$ cat config.mk
export PLATFORM = sky130hd
export DESIGN_NAME = tv_coord_gen
export DESIGN_NICKNAME = d
export VERILOG_FILES = /design/src/rtl/tv_pkg.sv /design/src/rtl/sync_edge_det.sv /design/src/rtl/tv_coord_gen.sv
export SDC_FILE = /design/constraint.sdc
export NUM_CORES = 1
export LEC_CHECK = 0
export BUFFER_PORTS_ARGS = -buffer_cell sky130_fd_sc_hd__clkbuf_2
export CELL_PAD_IN_SITES_DETAIL_PLACEMENT = 1
export CELL_PAD_IN_SITES_GLOBAL_PLACEMENT = 1
export CORE_ASPECT_RATIO = 1.25
export CORE_MARGIN = 2
export CORE_UTILIZATION = 48
export CTS_BUF_LIST = sky130_fd_sc_hd__clkbuf_8
export CTS_CLUSTER_SIZE = 10
export DETAILED_ROUTE_END_ITERATION = 8
export GPL_TIMING_DRIVEN = 0
export HOLD_SLACK_MARGIN = 0.02
export PLACE_DENSITY_LB_ADDON = 0.1
export SYNTH_ARGS = -nofsm -noshare
export SYNTH_HDL_FRONTEND = slang
export SYNTH_SLANG_ARGS = --single-unit
$ cat constraint.sdc
create_clock -name clk -period 4 [get_ports clk]
set_input_delay 0.2 -clock clk [delete_from_list [all_inputs] [get_ports clk]]
set_output_delay 0.2 -clock clk [all_outputs]
set_load 0.05 [all_outputs]
$ cat src/rtl/tv_pkg.sv
// Shared constants, FSM encoding and counter helper for the raster coordinate generator.
package tv_pkg;
  localparam int COORD_W  = 10;
  localparam int H_START  = 16;
  localparam int H_ACTIVE = 720;
  localparam int V_START  = 22;
  localparam int V_ACTIVE = 288;
  localparam int V_MAX    = 320;

  localparam logic [COORD_W-1:0] CNT_MAX = '1;

  typedef enum logic {IDLE = 1'b0, RUN = 1'b1} state_e;

  // Counters stick at all-ones rather than wrapping back into the active window.
  function automatic logic [COORD_W-1:0] sat_inc(input logic [COORD_W-1:0] v);
    return (v == CNT_MAX) ? v : v + COORD_W'(1);
  endfunction
endpackage

$ cat src/rtl/sync_edge_det.sv
// Rising-edge detector: one history register, combinational edge output (no added latency).
module sync_edge_det (
  input  logic clk,
  input  logic reset_n,
  input  logic sig_i,
  output logic rise_o
);
  logic sig_q;

  always_ff @(posedge clk or negedge reset_n) begin
    if (!reset_n) sig_q <= 1'b0;
    else          sig_q <= sig_i;
  end

  assign rise_o = sig_i & ~sig_q;
endmodule

$ cat src/rtl/tv_coord_gen.sv
// Raster coordinate generator: counts pixels/lines from decoder syncs and emits
// registered active-window coordinates, an end-of-frame pulse and a missing-vsync flag.
module tv_coord_gen #(
  parameter int H_START  = tv_pkg::H_START,
  parameter int H_ACTIVE = tv_pkg::H_ACTIVE,
  parameter int V_START  = tv_pkg::V_START,
  parameter int V_ACTIVE = tv_pkg::V_ACTIVE,
  parameter int V_MAX    = tv_pkg::V_MAX
) (
  input  logic                       clk,
  input  logic                       reset_n,
  input  logic                       pix_valid,
  input  logic                       hs,
  input  logic                       vs,
  output logic [tv_pkg::COORD_W-1:0] tv_x,
  output logic [tv_pkg::COORD_W-1:0] tv_y,
  output logic                       en,
  output logic                       frame_done,
  output logic                       err
);
  import tv_pkg::*;

  localparam logic [COORD_W-1:0] H_LO   = COORD_W'(H_START);
  localparam logic [COORD_W-1:0] H_HI   = COORD_W'(H_START + H_ACTIVE);
  localparam logic [COORD_W-1:0] V_LO   = COORD_W'(V_START);
  localparam logic [COORD_W-1:0] V_HI   = COORD_W'(V_START + V_ACTIVE);
  localparam logic [COORD_W-1:0] V_LAST = COORD_W'(V_START + V_ACTIVE - 1);
  localparam logic [COORD_W-1:0] V_END  = COORD_W'(V_MAX);

  logic hs_rise, vs_rise;

  sync_edge_det u_hs_edge (.clk(clk), .reset_n(reset_n), .sig_i(hs), .rise_o(hs_rise));
  sync_edge_det u_vs_edge (.clk(clk), .reset_n(reset_n), .sig_i(vs), .rise_o(vs_rise));

  state_e             state_q, state_d;
  logic [COORD_W-1:0] pix_q, pix_d, line_q, line_d;
  logic [COORD_W-1:0] pix_base, line_base;
  logic [COORD_W-1:0] tv_x_q, tv_y_q;
  logic               en_q, fd_q, err_q;
  logic               run_now, active, fd_set, overflow;

  // pix_base/line_base are the position of a pixel arriving this cycle, so a pixel
  // coinciding with a sync edge lands at pixel 0 of the new line.
  always_comb begin
    pix_base  = pix_q;
    line_base = line_q;
    if (vs_rise) begin
      pix_base  = '0;
      line_base = '0;
    end else if (hs_rise) begin
      pix_base  = '0;
      line_base = sat_inc(line_q);
    end

    run_now  = (state_q == RUN) || vs_rise;
    active   = run_now && pix_valid &&
               (pix_base >= H_LO) && (pix_base < H_HI) &&
               (line_base >= V_LO) && (line_base < V_HI);
    fd_set   = (state_q == RUN) && hs_rise && !vs_rise && (line_q == V_LAST);
    overflow = (state_q == RUN) && !vs_rise && (line_base >= V_END);

    pix_d   = pix_q;
    line_d  = line_q;
    if (run_now) begin
      pix_d  = pix_valid ? sat_inc(pix_base) : pix_base;
      line_d = line_base;
    end

    state_d = state_q;
    if (vs_rise)       state_d = RUN;
    else if (overflow) state_d = IDLE;
  end

  always_ff @(posedge clk or negedge reset_n) begin
    if (!reset_n) begin
      state_q <= IDLE;
      pix_q   <= '0;
      line_q  <= '0;
      tv_x_q  <= '0;
      tv_y_q  <= '0;
      en_q    <= 1'b0;
      fd_q    <= 1'b0;
      err_q   <= 1'b0;
    end else begin
      state_q <= state_d;
      pix_q   <= pix_d;
      line_q  <= line_d;
      en_q    <= active;
      fd_q    <= fd_set;
      err_q   <= err_q | overflow;
      if (active) begin
        tv_x_q <= pix_base - H_LO;
        tv_y_q <= line_base - V_LO;
      end
    end
  end

  assign tv_x       = tv_x_q;
  assign tv_y       = tv_y_q;
  assign en         = en_q;
  assign frame_done = fd_q;
  assign err        = err_q;
endmodule

# Word level (Yosys, flattened, before mapping)
# Index checks and enable logic that the tools add are counted.
# op_classes
addsub,4
magnitude_cmp,5
n_eq_ne,3
mux,9
bitwise_logic,5
n_reduce_logical,13
# ops
op,count
$mux 10,7
$add 10x1->10 const B,2
$eq 10x10->1 const B,2
$ge 10x5->1 const B,2
$sub 10x5->10 const B,2
$eq 10x9->1 const B,1
$ge 10x9->1 const B,1
$logic_and 1x1->1,10
$lt 10x10->1 const B,1
$lt 10x9->1 const B,1
$and 1x1->1,2
$mux 1,2
$not 1->1,2
$reduce_bool 2->1,1
$logic_not 1->1,1
$logic_or 1x1->1,1
$or 1x1->1,1
# word_totals
regBits,46
input_bits,5
output_inout_bits,23
word_cells,49

# Depth between registers and ports, before layout
# logic_depth
ltp_word,9
ltp_mapped,14
mapped_depth_nobuf,12

# Hierarchy
# A second synthesis with hierarchy kept.
# hier_totals
cells_unflattened,297
area_unflattened_um2,2855.2
# by_module_without_submodules
module,n_inst,cells_each,area_per_inst_um2,seq_area_each_um2
tv_coord_gen,1,293,2777.7,1101.1
sync_edge_det,2,2,38.8,25.0

# Least setup slack after synthesis
# Ideal clock, no wire load.
# synth_timing
kind,flip-flop to flip-flop
start,register line_q[0]
end,register tv_x_q[8] (netlist: tv_x[8])
setup_time_ns,0.125
t_arrival_ns,2.952
required_ns,3.875
path_slack_ns,0.923
path_stages_with_launch,14
n_path_buf,2
synth_period_minus_slack_ns,3.077
path_cell_list,dfrtp_1 > ha_1 > clkbuf_1 > a31oi_4 > mux2i_1 > nand2_1 > inv_1 > ha_1 > inv_1 > or4_1 > o211ai_2 > o211ai_4 > buf_6 > mux2_4
# synth_via
elab_chain_len,7
word_cells_on_any_way,9
classes_between,add/sub (1); order compare (2); eq/ne (1); mux (3); reduce/logical (2)
# synth_rtl
element,line,source
start: declaration,tv_coord_gen.sv:36,"logic [COORD_W-1:0] pix_q, pix_d, line_q, line_d;"
start signal: assignment,tv_coord_gen.sv:87,line_q <= line_d;
$add 10x1->10 / $eq 10x10->1 (equally long branches),tv_pkg.sv:16,return (v == CNT_MAX) ? v : v + COORD_W'(1);
$mux 10 *,tv_pkg.sv:16,
$mux 10 *,tv_coord_gen.sv:50,end else if (hs_rise) begin
$mux 10 *,tv_coord_gen.sv:47,if (vs_rise) begin
via line_base[1],tv_coord_gen.sv:37,"logic [COORD_W-1:0] pix_base, line_base;"
$ge 10x5->1,tv_coord_gen.sv:58,(line_base >= V_LO) && (line_base < V_HI);
$logic_and 1x1->1,tv_coord_gen.sv:57,(pix_base >= H_LO) && (pix_base < H_HI) &&
$logic_and 1x1->1 *,tv_coord_gen.sv:58,
end signal: assignment,tv_coord_gen.sv:92,tv_x_q <= pix_base - H_LO;
end: declaration,tv_coord_gen.sv:38,"logic [COORD_W-1:0] tv_x_q, tv_y_q;"
# Mark *: on every way through the listed nets, which the timed path passes. The rest lies on a longest branch.
# A chain may end at the register's enable or synchronous reset.

# Worst setup path after layout
# layout_timing
start,register line_q[0]
end,register tv_x_q[2] (netlist: tv_x[2])
# The elaborated chain is that of the path after synthesis.

==> summary.txt <==
Outcome = complete, no violations
Post-synth EDFFs = 0
Final core occ = 0.5633
Die width = 74.10 um
CTS resizes = 0
Core Rows = 31
Final hold slack = 0.02652 ns
Pwr per Cell Area = 310.1 mW/mm^2
Leakage = 1.616 nW
GRT met1 Usage = 0.3076
Setup TNS = 0 ns
Minimum clock period = 3.685 ns
Post-DRT Antenna Nets = 0
WS Path Type = reg2reg
Syn Nets = 323
Worst Tran Pin Value = 1.182 ns
Worst clock skew = 0.01188 ns
Core area = 0.005857 mm^2
HPWL Detailed = 5.849 mm
Largest net degree at the start of global routing = 47
Congestion Overflow GR = 0
Worst EP required = 4.19 ns
Longest Clk Path Bufs = 2
Crit-path max FO = 10
Post-synth cell types = 56
Initial drt markers = 121
DR vias/cell = 5.822
Final setup fails = 0
Top_reg_cell synth = dfrtp_1
Setup Fix Bufs, Post-CTS = 0
CTS H-Tree Depth = 2
DIE HEIGHT = 91.62 um
Hold Crit Class = in2reg
Post-DR wirelength/cell = 18.98 um
Routed vias = 2480
Root Buffer = clkbuf_8
FILL cells = 677
Fin crit share = 0.9212
Most frequent cells in the layout = dfrtp_1, nand2_1, clkbuf_2, nor2_1, o21ai_0
Vias in the first global route = 2691
Area Growth Syn to Fin = 11.93%
Hold_buf cts = 0
Synth top area cells = dfrtp_1, mux2_4, nand2_1
Post-synthesis sequential area ratio = 0.3905
Overall routing resource usage = 0.2584
Initial Utilization = 0.5033
Synthesized area = 0.002948 mm^2
First-pass GRT wire length = 13.47 mm
Multi-input logic area = 0.001623 mm^2
Share of layout cells above drive strength 1 = 0.2180
Die area = 0.006788 mm^2
CTS Buf Count = 5
Clk sinks = 46
Top cell type's share of synthesized area = 0.3905
Synth Instances = 309
Max Fclk = 0.2714 GHz
Antenna diodes = 0
Largest area contributor in the netlist = dfrtp_1
Max Cap Violations = 0
Async S/R FF share, synth = 1.000
Met2 GRT Util = 0.4688
Relative slew slack = 0.2123
Grt peak-use layer = met2
Commonest non-fill, non-tap cell in the layout = dfrtp_1
#FFs+latches synth = 46
Hold Violations, Final = 0
Number of port buffers = 27
Clk_lat worst skew = 0.31 ns
Final GP Congestion = 0.9109
CTS tree = yes
Residual DRC = 0
Clk slew on worst S/H paths = 0.09 ns
Critical Path End Type = flop
Unrepaired setup endpoints after global routing = false
Detailed-route wire length = 8.086 mm
Worst setup SP type = flop
Antenna violations before repair = 0
Fin. max-slew vios = 0
Peak supply drop = 0.0001426 V
Drt first pass iters = 4
Critical Path AT = 3.87 ns
Final nets = 357
Ports = 28
GR Util met3 = 0.02637
Sequential cell area = 0.001151 mm^2
Syn Area/Cell = 9.540 um^2
Synth warn = 0
layer usage:
| metal | routed length (um) | share of wire |
|---|---|---|
| met1 | 3252 | 0.40 |
| met2 | 4435 | 0.55 |
| met3 | 236 | 0.029 |
| met4 | 162 | 0.020 |
| met5 | 0 | 0 |
worst paths after layout:
check | start | to | slack (ns) | cells past startpoint
max | line_q[0] | tv_x[2] | 0.32 | 13
max reg2reg | line_q[0] | tv_x[2] | 0.32 | 13
min in group asynchronous | reset_n | u_hs_edge.sig_q | 0.11 | 1
min | vs | u_vs_edge.sig_q | 0.03 | 1
min reg2reg | err | err | 0.50 | 1
max in group asynchronous | reset_n | tv_x[7] | 3.16 | 1
cells by family after synthesis:
logic type / count (synthesis) / share of synthesized area
AOI/OAI and AO/OA: 69 / 0.1655
xor gates and xnor gates: 10 / 0.02971
adders and majority gates: 9 / 0.03820
buffers and inverters: 37 / 0.05899
DFF: 46 / 0.3905
muxes: 27 / 0.1222
and+or+nand+nor: 111 / 0.1948
registers in the layout, indices dropped and copies added (netlist names):
register         flops
en                   1
err                  1
frame_done           1
line_q              10
pix_q               10
state_q              1
tv_x                10
tv_y                10
u_hs_edge.sig_q      1
u_vs_edge.sig_q      1
where the power goes:
| group | leakage [nW] | total, mW | internal, mW | switching (mW) |
|---|---|---|---|---|
| combinational | 0.950 | 0.162 | 0.0480 | 0.114 |
| sequential | 0.616 | 0.503 | 0.483 | 0.0203 |
| clock | 0.0504 | 0.358 | 0.186 | 0.172 |
synth_stat cells, types with 2 or more instances:
cell type / n
nor2b_1: 3
mux2_4: 17
a31o_2: 3
nand4_1: 6
mux2_2: 4
buf_6: 4
a21oi_1: 12
nor3_1: 5
a41oi_1: 2
a211oi_1: 3
inv_1: 15
and3_1: 9
nor2_1: 22
mux2i_1: 6
nand3_1: 13
o22a_1: 2
nand3b_1: 2
o211ai_1: 3
xnor2_1: 6
a31oi_1: 7
nor4_1: 4
xor2_1: 4
or3_1: 2
or2b_1: 2
o31ai_1: 3
clkbuf_1: 13
nand2_1: 31
o21ai_0: 19
buf_2: 3
ha_1: 9
nand2b_1: 3
o21bai_1: 2
nor3b_1: 2
dfrtp_1: 46
through the flow:
stage	std cells	cell area, um^2	power (mW)	worst slack [ns]
6_report	426	3299	1.023	0.3153
5_1_grt	426	3299	1.072	0.01438
4_1_cts	426	3299	1.033	0.3580
3_5_place_dp	418	3186	0.6732	0.4134
3_3_place_gp	418	3186	0.6616	0.4862
2_1_floorplan	309	2948	0.6133	0.9226
layout make-up:
type	count	share of cell area
multi-input combinational	226	0.4918
inverter	16	0.01820
timing repair buffer	27	0.04096
buffer	21	0.03451
tap	82	0.03110
sequential	46	0.3489
clock buffer	5	0.02086
clock inverter	3	0.01365
worst max-delay path: stages, from the launching register on:
cell      delay, ns
dfrtp_1        0.50
ha_1           0.20
clkbuf_1       0.41
a31oi_4        0.24
mux2i_1        0.32
nand2_1        0.16
inv_1          0.14
ha_1           0.21
inv_1          0.05
or4_1          0.59
o211ai_2       0.13
o211ai_4       0.11
buf_6          0.19
mux2_4         0.30
Note: power is estimated with default switching activity, not from simulation.
